`src/rtl/uart_tx_arb_if.sv`:
```
// Requester and transmitter handshake bundle for the UART transmit arbiter.
// The master side drives requests and transmitter status; the slave side is the arbiter.
interface uart_tx_arb_if #(
  parameter int NUM_REQ = 4
);
  logic [NUM_REQ-1:0]   req_valid;
  logic [8*NUM_REQ-1:0] req_data;
  logic [NUM_REQ-1:0]   req_last;
  logic [NUM_REQ-1:0]   req_ready;
  logic                 tx_ready;
  logic                 send_req;
  logic [7:0]           d_in;

  modport master (
    output req_valid, req_data, req_last, tx_ready,
    input  req_ready, send_req, d_in
  );

  modport slave (
    input  req_valid, req_data, req_last, tx_ready,
    output req_ready, send_req, d_in
  );
endinterface

```
`src/rtl/uart_tx_arb.sv`:
```
// Round-robin packet arbiter feeding one UART transmitter from NUM_REQ byte streams.
// Latency: grant one cycle after req_valid in IDLE, send_req/d_in one cycle after acceptance.
// Backpressure: req_ready only in LOAD with tx_ready high; owner keeps the line until last byte or timeout.
module uart_tx_arb #(
  parameter int NUM_REQ = 4,
  parameter int TIMEOUT = 65535,
  parameter int CNT_W   = 16
) (
  input  logic               clk,
  input  logic               rst,
  uart_tx_arb_if.slave       bus,
  output logic [NUM_REQ-1:0] grant,
  output logic               busy,
  output logic               pkt_done,
  output logic               timeout_err
);
  localparam int IDX_W = $clog2(NUM_REQ);
  localparam logic [CNT_W-1:0] TO_LAST = CNT_W'((TIMEOUT == 0) ? 0 : TIMEOUT - 1);

  localparam logic [2:0] IDLE      = 3'd0;
  localparam logic [2:0] LOAD      = 3'd1;
  localparam logic [2:0] SEND      = 3'd2;
  localparam logic [2:0] WAIT_BUSY = 3'd3;
  localparam logic [2:0] WAIT_DONE = 3'd4;

  logic [2:0]       state;
  logic [IDX_W-1:0] owner;
  logic [IDX_W-1:0] last_idx;
  logic [CNT_W-1:0] cnt;
  logic             last_flag;

  logic             sel_valid;
  logic [7:0]       sel_data;
  logic             sel_last;
  logic             found;
  logic [IDX_W-1:0] pick;
  logic [IDX_W-1:0] cand;
  logic             accept;
  logic             timeout_hit;

  always_comb begin
    sel_valid = 1'b0;
    sel_data  = 8'h00;
    sel_last  = 1'b0;
    for (int i = 0; i < NUM_REQ; i++) begin
      if (owner == IDX_W'(i)) begin
        sel_valid = bus.req_valid[i];
        sel_data  = bus.req_data[8*i +: 8];
        sel_last  = bus.req_last[i];
      end
    end
  end

  // Search starts just past the previous owner so every waiting requester gets a turn.
  always_comb begin
    found = 1'b0;
    pick  = last_idx;
    cand  = '0;
    for (int k = 1; k <= NUM_REQ; k++) begin
      if (int'(last_idx) + k >= NUM_REQ)
        cand = IDX_W'(int'(last_idx) + k - NUM_REQ);
      else
        cand = IDX_W'(int'(last_idx) + k);
      if (!found && bus.req_valid[cand]) begin
        found = 1'b1;
        pick  = cand;
      end
    end
  end

  assign accept        = (state == LOAD) && sel_valid && bus.tx_ready;
  assign timeout_hit   = (TIMEOUT != 0) && (state == LOAD) && !sel_valid && (cnt == TO_LAST);
  assign bus.req_ready = accept ? grant : '0;
  assign busy          = (state != IDLE);

  always_ff @(posedge clk) begin
    if (rst) begin
      state        <= IDLE;
      grant        <= '0;
      owner        <= '0;
      last_idx     <= IDX_W'(NUM_REQ - 1);
      cnt          <= '0;
      last_flag    <= 1'b0;
      bus.send_req <= 1'b0;
      bus.d_in     <= 8'h00;
      pkt_done     <= 1'b0;
      timeout_err  <= 1'b0;
    end else begin
      bus.send_req <= 1'b0;
      pkt_done     <= 1'b0;
      timeout_err  <= 1'b0;
      case (state)
        IDLE: begin
          if (found) begin
            owner <= pick;
            grant <= NUM_REQ'(1) << pick;
            cnt   <= '0;
            state <= LOAD;
          end
        end
        LOAD: begin
          if (accept) begin
            bus.d_in     <= sel_data;
            last_flag    <= sel_last;
            cnt          <= '0;
            bus.send_req <= 1'b1;
            state        <= SEND;
          end else if (!sel_valid) begin
            if (timeout_hit) begin
              timeout_err <= 1'b1;
              last_idx    <= owner;
              grant       <= '0;
              cnt         <= '0;
              state       <= IDLE;
            end else begin
              cnt <= cnt + CNT_W'(1);
            end
          end
        end
        SEND: state <= WAIT_BUSY;
        WAIT_BUSY: begin
          if (!bus.tx_ready) state <= WAIT_DONE;
        end
        WAIT_DONE: begin
          if (bus.tx_ready) begin
            if (last_flag) begin
              pkt_done <= 1'b1;
              last_idx <= owner;
              grant    <= '0;
              state    <= IDLE;
            end else begin
              state <= LOAD;
            end
          end
        end
        default: state <= IDLE;
      endcase
    end
  end
endmodule

```
`src/flat_wrapper.sv`:
```
// flat-port wrapper written by rule: the top's interface ports become plain ports
module uart_tx_arb_flat 
#(
  parameter int NUM_REQ = 4,
  parameter int TIMEOUT = 65535,
  parameter int CNT_W   = 16
)
  (clk, rst, grant, busy, pkt_done, timeout_err, bus_req_valid, bus_req_data, bus_req_last, bus_tx_ready, bus_req_ready, bus_send_req, bus_d_in);
  uart_tx_arb_if #(.NUM_REQ(NUM_REQ)) bus_i ();
  input  logic clk;
  input  logic rst;
  output logic [NUM_REQ-1:0] grant;
  output logic busy;
  output logic pkt_done;
  output logic timeout_err;
  input wire logic [$bits(bus_i.req_valid)-1:0] bus_req_valid;
  input wire logic [$bits(bus_i.req_data)-1:0] bus_req_data;
  input wire logic [$bits(bus_i.req_last)-1:0] bus_req_last;
  input wire logic [$bits(bus_i.tx_ready)-1:0] bus_tx_ready;
  output wire logic [$bits(bus_i.req_ready)-1:0] bus_req_ready;
  output wire logic [$bits(bus_i.send_req)-1:0] bus_send_req;
  output wire logic [$bits(bus_i.d_in)-1:0] bus_d_in;
  assign bus_i.req_valid = bus_req_valid;
  assign bus_i.req_data = bus_req_data;
  assign bus_i.req_last = bus_req_last;
  assign bus_i.tx_ready = bus_tx_ready;
  assign bus_req_ready = bus_i.req_ready;
  assign bus_send_req = bus_i.send_req;
  assign bus_d_in = bus_i.d_in;
  uart_tx_arb #(.NUM_REQ(NUM_REQ), .TIMEOUT(TIMEOUT), .CNT_W(CNT_W)) u_core (.clk(clk), .rst(rst), .bus(bus_i), .grant(grant), .busy(busy), .pkt_done(pkt_done), .timeout_err(timeout_err));
endmodule
```
`config.mk`:
```
export PLATFORM = sky130hd
export DESIGN_NAME = uart_tx_arb_flat
export DESIGN_NICKNAME = d
export VERILOG_FILES = /design/src/rtl/uart_tx_arb_if.sv /design/src/rtl/uart_tx_arb.sv /design/src/flat_wrapper.sv
export SDC_FILE = /design/constraint.sdc
export NUM_CORES = 1
export LEC_CHECK = 0
export CORE_MARGIN = 2
export CORE_UTILIZATION = 45
export DETAILED_ROUTE_END_ITERATION = 7
export DONT_BUFFER_PORTS = 1
export MAX_ROUTING_LAYER = met4
export SLEW_MARGIN = 25
export SYNTH_ARGS = -nofsm -noshare
export SYNTH_HDL_FRONTEND = slang
export SYNTH_SLANG_ARGS = --single-unit
```
`constraint.sdc`:
```
create_clock -name clk -period 2.9 [get_ports clk]
set_clock_uncertainty 0.15 [all_clocks]
set_input_delay 0.87 -clock clk [delete_from_list [all_inputs] [get_ports clk]]
set_output_delay 0.87 -clock clk [all_outputs]
set_load 0.005 [all_outputs]
```
# ---- After elaboration in Yosys (flattened, before gate mapping)
# Cells that the tools add are included.
dict set report word_totals {
  reg_bits 39
  latchBits 0
  ramBits 0
  romBits 0
  out_inout_bits 20
  elab_cells 136
  n_memories 0
}
dict set report classes {
  add_sub_neg 9
  mul 0
  div_mod_pow 0
  order_cmp 8
  eq_ne 17
  n_shift 1
  muxes 62
  n_bitwise 3
  n_reduce_logical 26
}
# op n
set op_table {}
lappend op_table {{16-bit 2-to-1 mux} 4}
lappend op_table {{8-bit 2-to-1 mux} 4}
lappend op_table {{16-bit one-hot mux with 2 select lines} 1}
lappend op_table {{4-bit 2-to-1 mux} 7}
lappend op_table {{2-bit 2-to-1 mux} 13}
lappend op_table {{1-bit 2-to-1 mux} 20}
lappend op_table {{3-bit 2-to-1 mux} 6}
lappend op_table {{16-bit by 1-bit adder with 16-bit output, second input constant} 1}
lappend op_table {{16-bit == test, second input constant} 1}
lappend op_table {{3-bit one-hot mux with 5 select lines} 1}
lappend op_table {{2-bit by 3-bit < comparator with 1-bit output, second input constant} 4}
lappend op_table {{4-bit one-hot mux with 3 select lines} 1}
lappend op_table {{3-bit greater-or-equal comparator, second input constant} 3}
lappend op_table {{1-bit binary-select mux with 2-bit select} 4}
lappend op_table {{2-bit != test, second input constant} 4}
lappend op_table {{2-bit by 1-bit subtractor with 2-bit output, second input constant} 4}
lappend op_table {{1-bit logical AND} 7}
lappend op_table {{7-bit AND reduction} 1}
lappend op_table {{2-bit by 2-bit adder with 3-bit output, second input constant} 2}
lappend op_table {{3-bit by 2-bit == test with 1-bit output, second input constant} 2}
lappend op_table {{2-bit by 1-bit != test with 1-bit output, second input constant} 3}
lappend op_table {{6-bit AND reduction} 1}
lappend op_table {{3-bit nonzero test} 2}
lappend op_table {{5-bit AND reduction} 1}
lappend op_table {{21 further kinds} 29}

# ---- Longest topological paths before layout
# Gate-level depths: netlist of run 1.
dict set report depth {
  ltp_word 18
  mapped_depth 8
  depth_no_buf 7
}

# ---- Worst setup path after synthesis of run 1
# OpenSTA, ideal clock, no wires.
dict set report synth_timing {
  kind {input-to-output}
  startpoint {input port bus_req_valid[3]}
  endpoint {output port bus_req_ready[2]}
  arrival_time_ps 2014
  required_ps 1880
  setup_slack_ps -134
  cell_stages 5
  n_path_buf 2
  cell_sequence {mux4_2 -> buf_6 -> and3_1 -> clkbuf_1 -> and2_1}
}
dict set report synth_between {
  elab_chain_cells 4
}
# element line
set synth_rtl {}
lappend synth_rtl {{start: declaration} flat_wrapper.sv:16} ;# input wire logic [$bits(bus_i.req_valid)-1:0] bus_req_valid;
lappend synth_rtl {{1-bit 2-to-1 mux} uart_tx_arb.sv:46} ;# if (owner == IDX_W'(i)) begin
lappend synth_rtl {{1-bit logical AND (2 in a row)} uart_tx_arb.sv:71} ;# assign accept = (state == LOAD) && sel_valid && bus.tx_ready;
lappend synth_rtl {{4-bit 2-to-1 mux} uart_tx_arb.sv:73} ;# assign bus.req_ready = accept ? grant : '0;
lappend synth_rtl {{end: declaration} flat_wrapper.sv:20} ;# output wire logic [$bits(bus_i.req_ready)-1:0] bus_req_ready;
# Every way passes these cells.

# ---- Final worst setup path of run 1
dict set report layout_timing {
  startpoint {input port bus_req_valid[3]}
  endpoint {output port bus_req_ready[1]}
}
# The elaborated chain is that of the path after synthesis.

==> results.toml, run 1 <==
[run_status]
status = "finished, final reports clean"

[run]
maxCapViolations = 0

[logic_synthesis]
async_flop_share_pct = 0
synth-seq-cells = 39
synth_edf_count = 0
synth_area_um2 = 2180
dominantRegCellSynth = "dfxtp_1"
synthCells = 244
avgSynthCellArea_um2 = 8.93
yosysWarnings = 0
synth_cell_types = 53
synth.net_count = 289
seq_area_frac_synth_pct = 35.8

[power_and_ir_drop]
power_leakage_nw = 0.793
ir_drop_uv = 345
powerDensity_nw_per_um2 = 646
power.total_mw = 1.51

[sta]
fin_crit_sh_pct = 97.8
period_minus_slack_ns = 2.84
worstMarginPinSlew_ns = 0.546
slew_headroom_pct = 63.6
drv_slew = 0
finalSetupViolations = 0
fmax_mhz = 353
rsz0062_at_grt = "no"
hold_viol_final = 0

[floorplanning]
fp.coreArea_um2 = 4690
die_area_um2 = 5420
rows = 25
die_w_um = 73.6
die_h_um = 73.6
ios = 63
initial_utilization_pct = 46.5

[cells_and_area]
diodes = 0
layout_common_cells = "dfxtp_1, nand2_1, nor2_1, a21oi_1, nand3_1"
nets = 290
syn_to_final_growth_pct = 7.18
stdcell_count = 300
layout.cells.most_common = "dfxtp_1"
final_util_pct = 49.8
final_layout_size_suffix_gt1_share_pct = 17.5
fillers = 471

[clocking]
cts_buffer_depth = 2
cts_tree = "yes"
cts_buffers = 5
cts.sinks = 39
cts.clk_slew.worst_paths_ns = 0.08
cts-root-buf = "clkbuf_8"
holdBufCountCts = 0
htreeDepth = 2
cts_resized = 0
cts_setup_buffers = 0
clkLatencyLatePin_ns = 0.29

[critical_path]
ff2ff_setup_slack_ns = 0.56
critPathRequiredTime_ns = 1.88
crit_fanout = 8
worstSetupEndpointType = "output pin"
r2r_cells = 5
worstSetupPathType = "input port to output pin"
cp_data_arrival_time_ns = 1.82
start_kind = "input port"

[drt]
wl_per_cell_um = 15.4
detail-route-antenna-nets = 0
vias_per_cell = 5.72
firstDrtPassIters = 4
drc_errors = 0
wirelength_um = 4610
vias = 1717
drt_iter0_drc = 99

[global_routing]
grt_pass1_wl_um = 7520
grt.overflow.total = 0
grt_pass1_vias = 1624
grtUsageTotal_pct = 18.3
antenna_found_initial = 0
grt_max_degree = 30

[place]
routabilityCongestion = 0.817
hpwl_um = 3390
portBuffers = 0
dpl.cell_count = 292

[worst_hold_path]
hold_class = "flop to flop"
min_path_cells = 2
-- through the flow --
stage	setup WS, ns	instance area [um2]	hold WS, ns	TNS [ns]
after detailed placement	0.0704	2250	0.310	0
after CTS	0.0709	2340	0.321	0
after global routing	0.0414	2340	0.338	0
after global placement	0.0727	2250	0.305	0
after floorplan	-0.0343	2200	0.296	-0.0343
final	0.0648	2340	0.317	0
-- area by class of cell --
type | count | area [um2] | area share [%]
Sequential cell | 39 | 781 | 33.4
Multi-Input combinational cell | 183 | 1310 | 55.9
Clock inverter | 3 | 15.0 | 0.643
Tap cell | 54 | 67.6 | 2.89
Inverter | 6 | 22.5 | 0.964
Timing Repair Buffer | 10 | 75.1 | 3.21
Clock buffer | 5 | 68.8 | 2.95
-- cells by family (layout without fill, tap and decap cells) --
logic type	after synthesis	in the layout	synth area share [%]
simple gates	118	118	29.8
buf+inv	22	24	4.59
flops	39	39	35.8
fa+ha+maj	2	2	1.15
mux	12	12	11.3
compound gates	39	39	12.6
xor+xnor	12	12	4.82
-- path summary, 6_finish.rpt --
kind	start	end
worst max-delay path	bus_req_valid[3]	bus_req_ready[1]
worst min-delay path	u_core.bus.d_in[5]	u_core.bus.d_in[5]
worst max register to register	u_core.owner[0]	u_core.cnt[13]
worst min register to register	u_core.bus.d_in[5]	u_core.bus.d_in[5]
-- worst max-delay path: stages --
cell and delay, ns:
mux4_2 0.55, and3_4 0.23, and2_1 0.17
-- cell usage after synthesis (all sizes together) (3+ instances only) --
library cell	number	share of area, %
nor2	21	3.8
mux4	10	10
nor2b	4	1.1
xnor2	8	3.2
or2	4	1.1
a21oi	15	3.4
or3	3	0.86
and2	6	1.7
nor4	8	4.0
and3	4	1.1
o21ai	5	1.3
nor3	11	2.5
xor2	4	1.6
clkbuf	10	1.7
dfxtp	39	36
nand2	27	4.6
nand3	15	3.4
buf	6	1.8
inv	6	1.0
nand2b	3	0.86
-- per-layer routing --
metal | part of all wire, % | GRT usage, % | vias up
met5 | 0 | - | -
met4 | 1.4 | 6.06 | 0
met3 | 4.8 | 4.39 | 6
met2 | 45 | 26.7 | 43
met1 | 48 | 25.0 | 778
li1 | - | - | 890
-- sequential cells by signal (all words and copies together) (netlist names) --
signal,cells
u_core.state,3
u_core.pkt_done,1
u_core.last_flag,1
u_core.cnt,16
u_core.owner,2
u_core.bus.send_req,1
u_core.bus.d_in,8
u_core.timeout_err,1
u_core.grant,4
u_core.last_idx,2
-- power by group --
part	switching (mW)	internal (mW)	leakage, nW
sequential	0.0643	0.587	0.316
combinational	0.265	0.240	0.429
clock	0.189	0.165	0.0477
total	0.519	0.991	0.793
Note: power is estimated with default switching activity, not from simulation.
==> inputs of run 2 (changes only) <==
--- a/config.mk
+++ b/config.mk
@@ -10,6 +10,7 @@
 export DETAILED_ROUTE_END_ITERATION = 7
 export DONT_BUFFER_PORTS = 1
 export MAX_ROUTING_LAYER = met4
+export PLACE_DENSITY = 0.63
 export SLEW_MARGIN = 25
 export SYNTH_ARGS = -nofsm -noshare
 export SYNTH_HDL_FRONTEND = slang
==> run 2 against run 1 <==
Utilization is 1.5 points higher. Combinational power increased by 4.4%. Sequential cell count did not move. Sequential share of layout area shrank 1.0 points. Die area did not move. First-iteration DRC count grew 12%. Critical path type unchanged.
==> results.toml, run 2 (synthesis results as in run 1) <==
[run_status]
status = "finished, final reports clean"

[cells_and_area]
layout.cells.most_common = "dfxtp_1"
final_layout_size_suffix_gt1_share_pct = 17.8
diodes = 0
nets = 291
layout_common_cells = "dfxtp_1, nand2_1, nor2_1, a21oi_1, nand3_1"
regMostFlops = "u_core.cnt"
stdcell_area_um2 = 2410
reg_top3 = "u_core.cnt: 16 flops, u_core.bus.d_in: 8 flops, u_core.grant: 4 flops"
largest_register_ffs = 16
syn_to_final_growth_pct = 10.5

[floorplanning]
die_w_um = 73.6
fp.coreArea_um2 = 4690
initial_utilization_pct = 46.5
die_area_um2 = 5420
ios = 63
rows = 25
die_h_um = 73.6

[place]
hpwl_um = 3530
dpl_worst_slack_ns = 0.0567
routabilityCongestion = 0.798
place_area_um2 = 2270
portBuffers = 0

[critical_path]
ff2ff_setup_slack_ns = 0.61
start_kind = "input port"
worstSetupEndpointType = "output pin"
worstSetupPathType = "input port to output pin"
crit-reg2reg-launch = "u_core.owner[0]"
critPathLaunch = "bus_req_valid[3]"
r2r_end = "u_core.cnt[13]"
r2r_cells = 6
crit_fanout = 9
critPathRequiredTime_ns = 1.88
crit_end = "bus_req_ready[3]"
cp_data_arrival_time_ns = 1.82

[drt]
drt_iter0_drc = 111
wl_per_cell_um = 15.6
vias_per_cell = 5.91
wirelength_um = 4710
firstDrtPassIters = 4
vias = 1778
detail-route-antenna-nets = 0
drc_errors = 0

[clocking]
holdBufCountCts = 0
cts.clk_slew.worst_paths_ns = 0.08
cts_buffers = 5
cts_buffer_depth = 2
cts_setup_buffers = 0
clkLatencyLatePin_ns = 0.30
cts_tree = "yes"
htreeDepth = 2
cts-root-buf = "clkbuf_8"
cts_resized = 0
cts.sinks = 39

[global_routing]
grt.overflow.total = 0
grt_pass1_vias = 1572
antenna_found_initial = 0
grtUsageTotal_pct = 18.8
grt_pass1_wl_um = 7580
grt_max_degree = 30

[sta]
fmax_mhz = 352
slew_headroom_pct = 69.4
hold_viol_final = 0
finalSetupViolations = 0
worstMarginPinSlew_ns = 0.456
rsz0062_at_grt = "no"
drv_slew = 0
period_minus_slack_ns = 2.84
fin_ws_ns = 0.0598
fin_crit_sh_pct = 97.9
holdWs_ns = 0.326
finalSetupTns_ns = 0

[power_and_ir_drop]
ir_drop_uv = 390
p_seq_share_pct = 37.6
power_leakage_nw = 0.821
combPwrFrac_pct = 30.5
p_sw_share_pct = 31.1
power.total_mw = 1.73
p_int_mw = 1.19
powerDensity_nw_per_um2 = 717
power.net_switching_uw = 537
clockPowerShare_pct = 31.9

[run]
maxCapViolations = 0

[worst_hold_path]
hold_class = "flop to flop"
run 2: through the flow:
step | cells | utilization (%)
6_report | 301 | 51.3
2_1_floorplan | 244 | -
3_5_place_dp | 293 | 48.4
3_3_place_gp | 293 | 48.4
5_1_grt | 301 | 51.3
4_1_cts | 301 | 51.3
run 2: power groups by stage:
stage               combinational, mW  clock (mW)  sequential, mW
floorplan                       0.436           0           0.632
global placement                0.529           0           0.663
detailed placement              0.530           0           0.663
CTS                             0.532       0.560           0.650
global route                    0.590       0.580           0.661
finish                          0.527       0.551           0.650
run 2: cell type report:
cell class | instances | area, um2
Sequential cell | 39 | 781
Tap cell | 54 | 67.6
Inverter | 6 | 22.5
Fill cell | 442 | 2280
Clock buffer | 5 | 68.8
Timing Repair Buffer | 11 | 95.1
Clock inverter | 3 | 67.6
Multi-Input combinational cell | 183 | 1310
run 2: how the worst min path moves through the flow:
stage	from	endpoint	cells after the start
2_1_floorplan	u_core.last_flag	u_core.last_flag	2
3_3_place_gp	u_core.last_flag	u_core.last_flag	2
3_5_place_dp	u_core.bus.d_in[1]	u_core.bus.d_in[1]	2
4_1_cts	u_core.bus.d_in[3]	u_core.bus.d_in[3]	2
5_1_grt	u_core.bus.d_in[6]	u_core.bus.d_in[6]	2
6_report	u_core.bus.d_in[3]	u_core.bus.d_in[3]	2
run 2: worst max-delay path, cell delays in order:
cell    delay, ns
mux4_2       0.53
and3_4       0.24
and2_1       0.18
run 2: routing by layer:
layer | vias to the layer above | track usage (%) | part of all wire (%)
li1 | 892 | - | -
met1 | 840 | 27.7 | 47
met2 | 39 | 24.6 | 46
met3 | 7 | 5.08 | 5.0
met4 | 0 | 6.06 | 1.3
met5 | - | - | 0
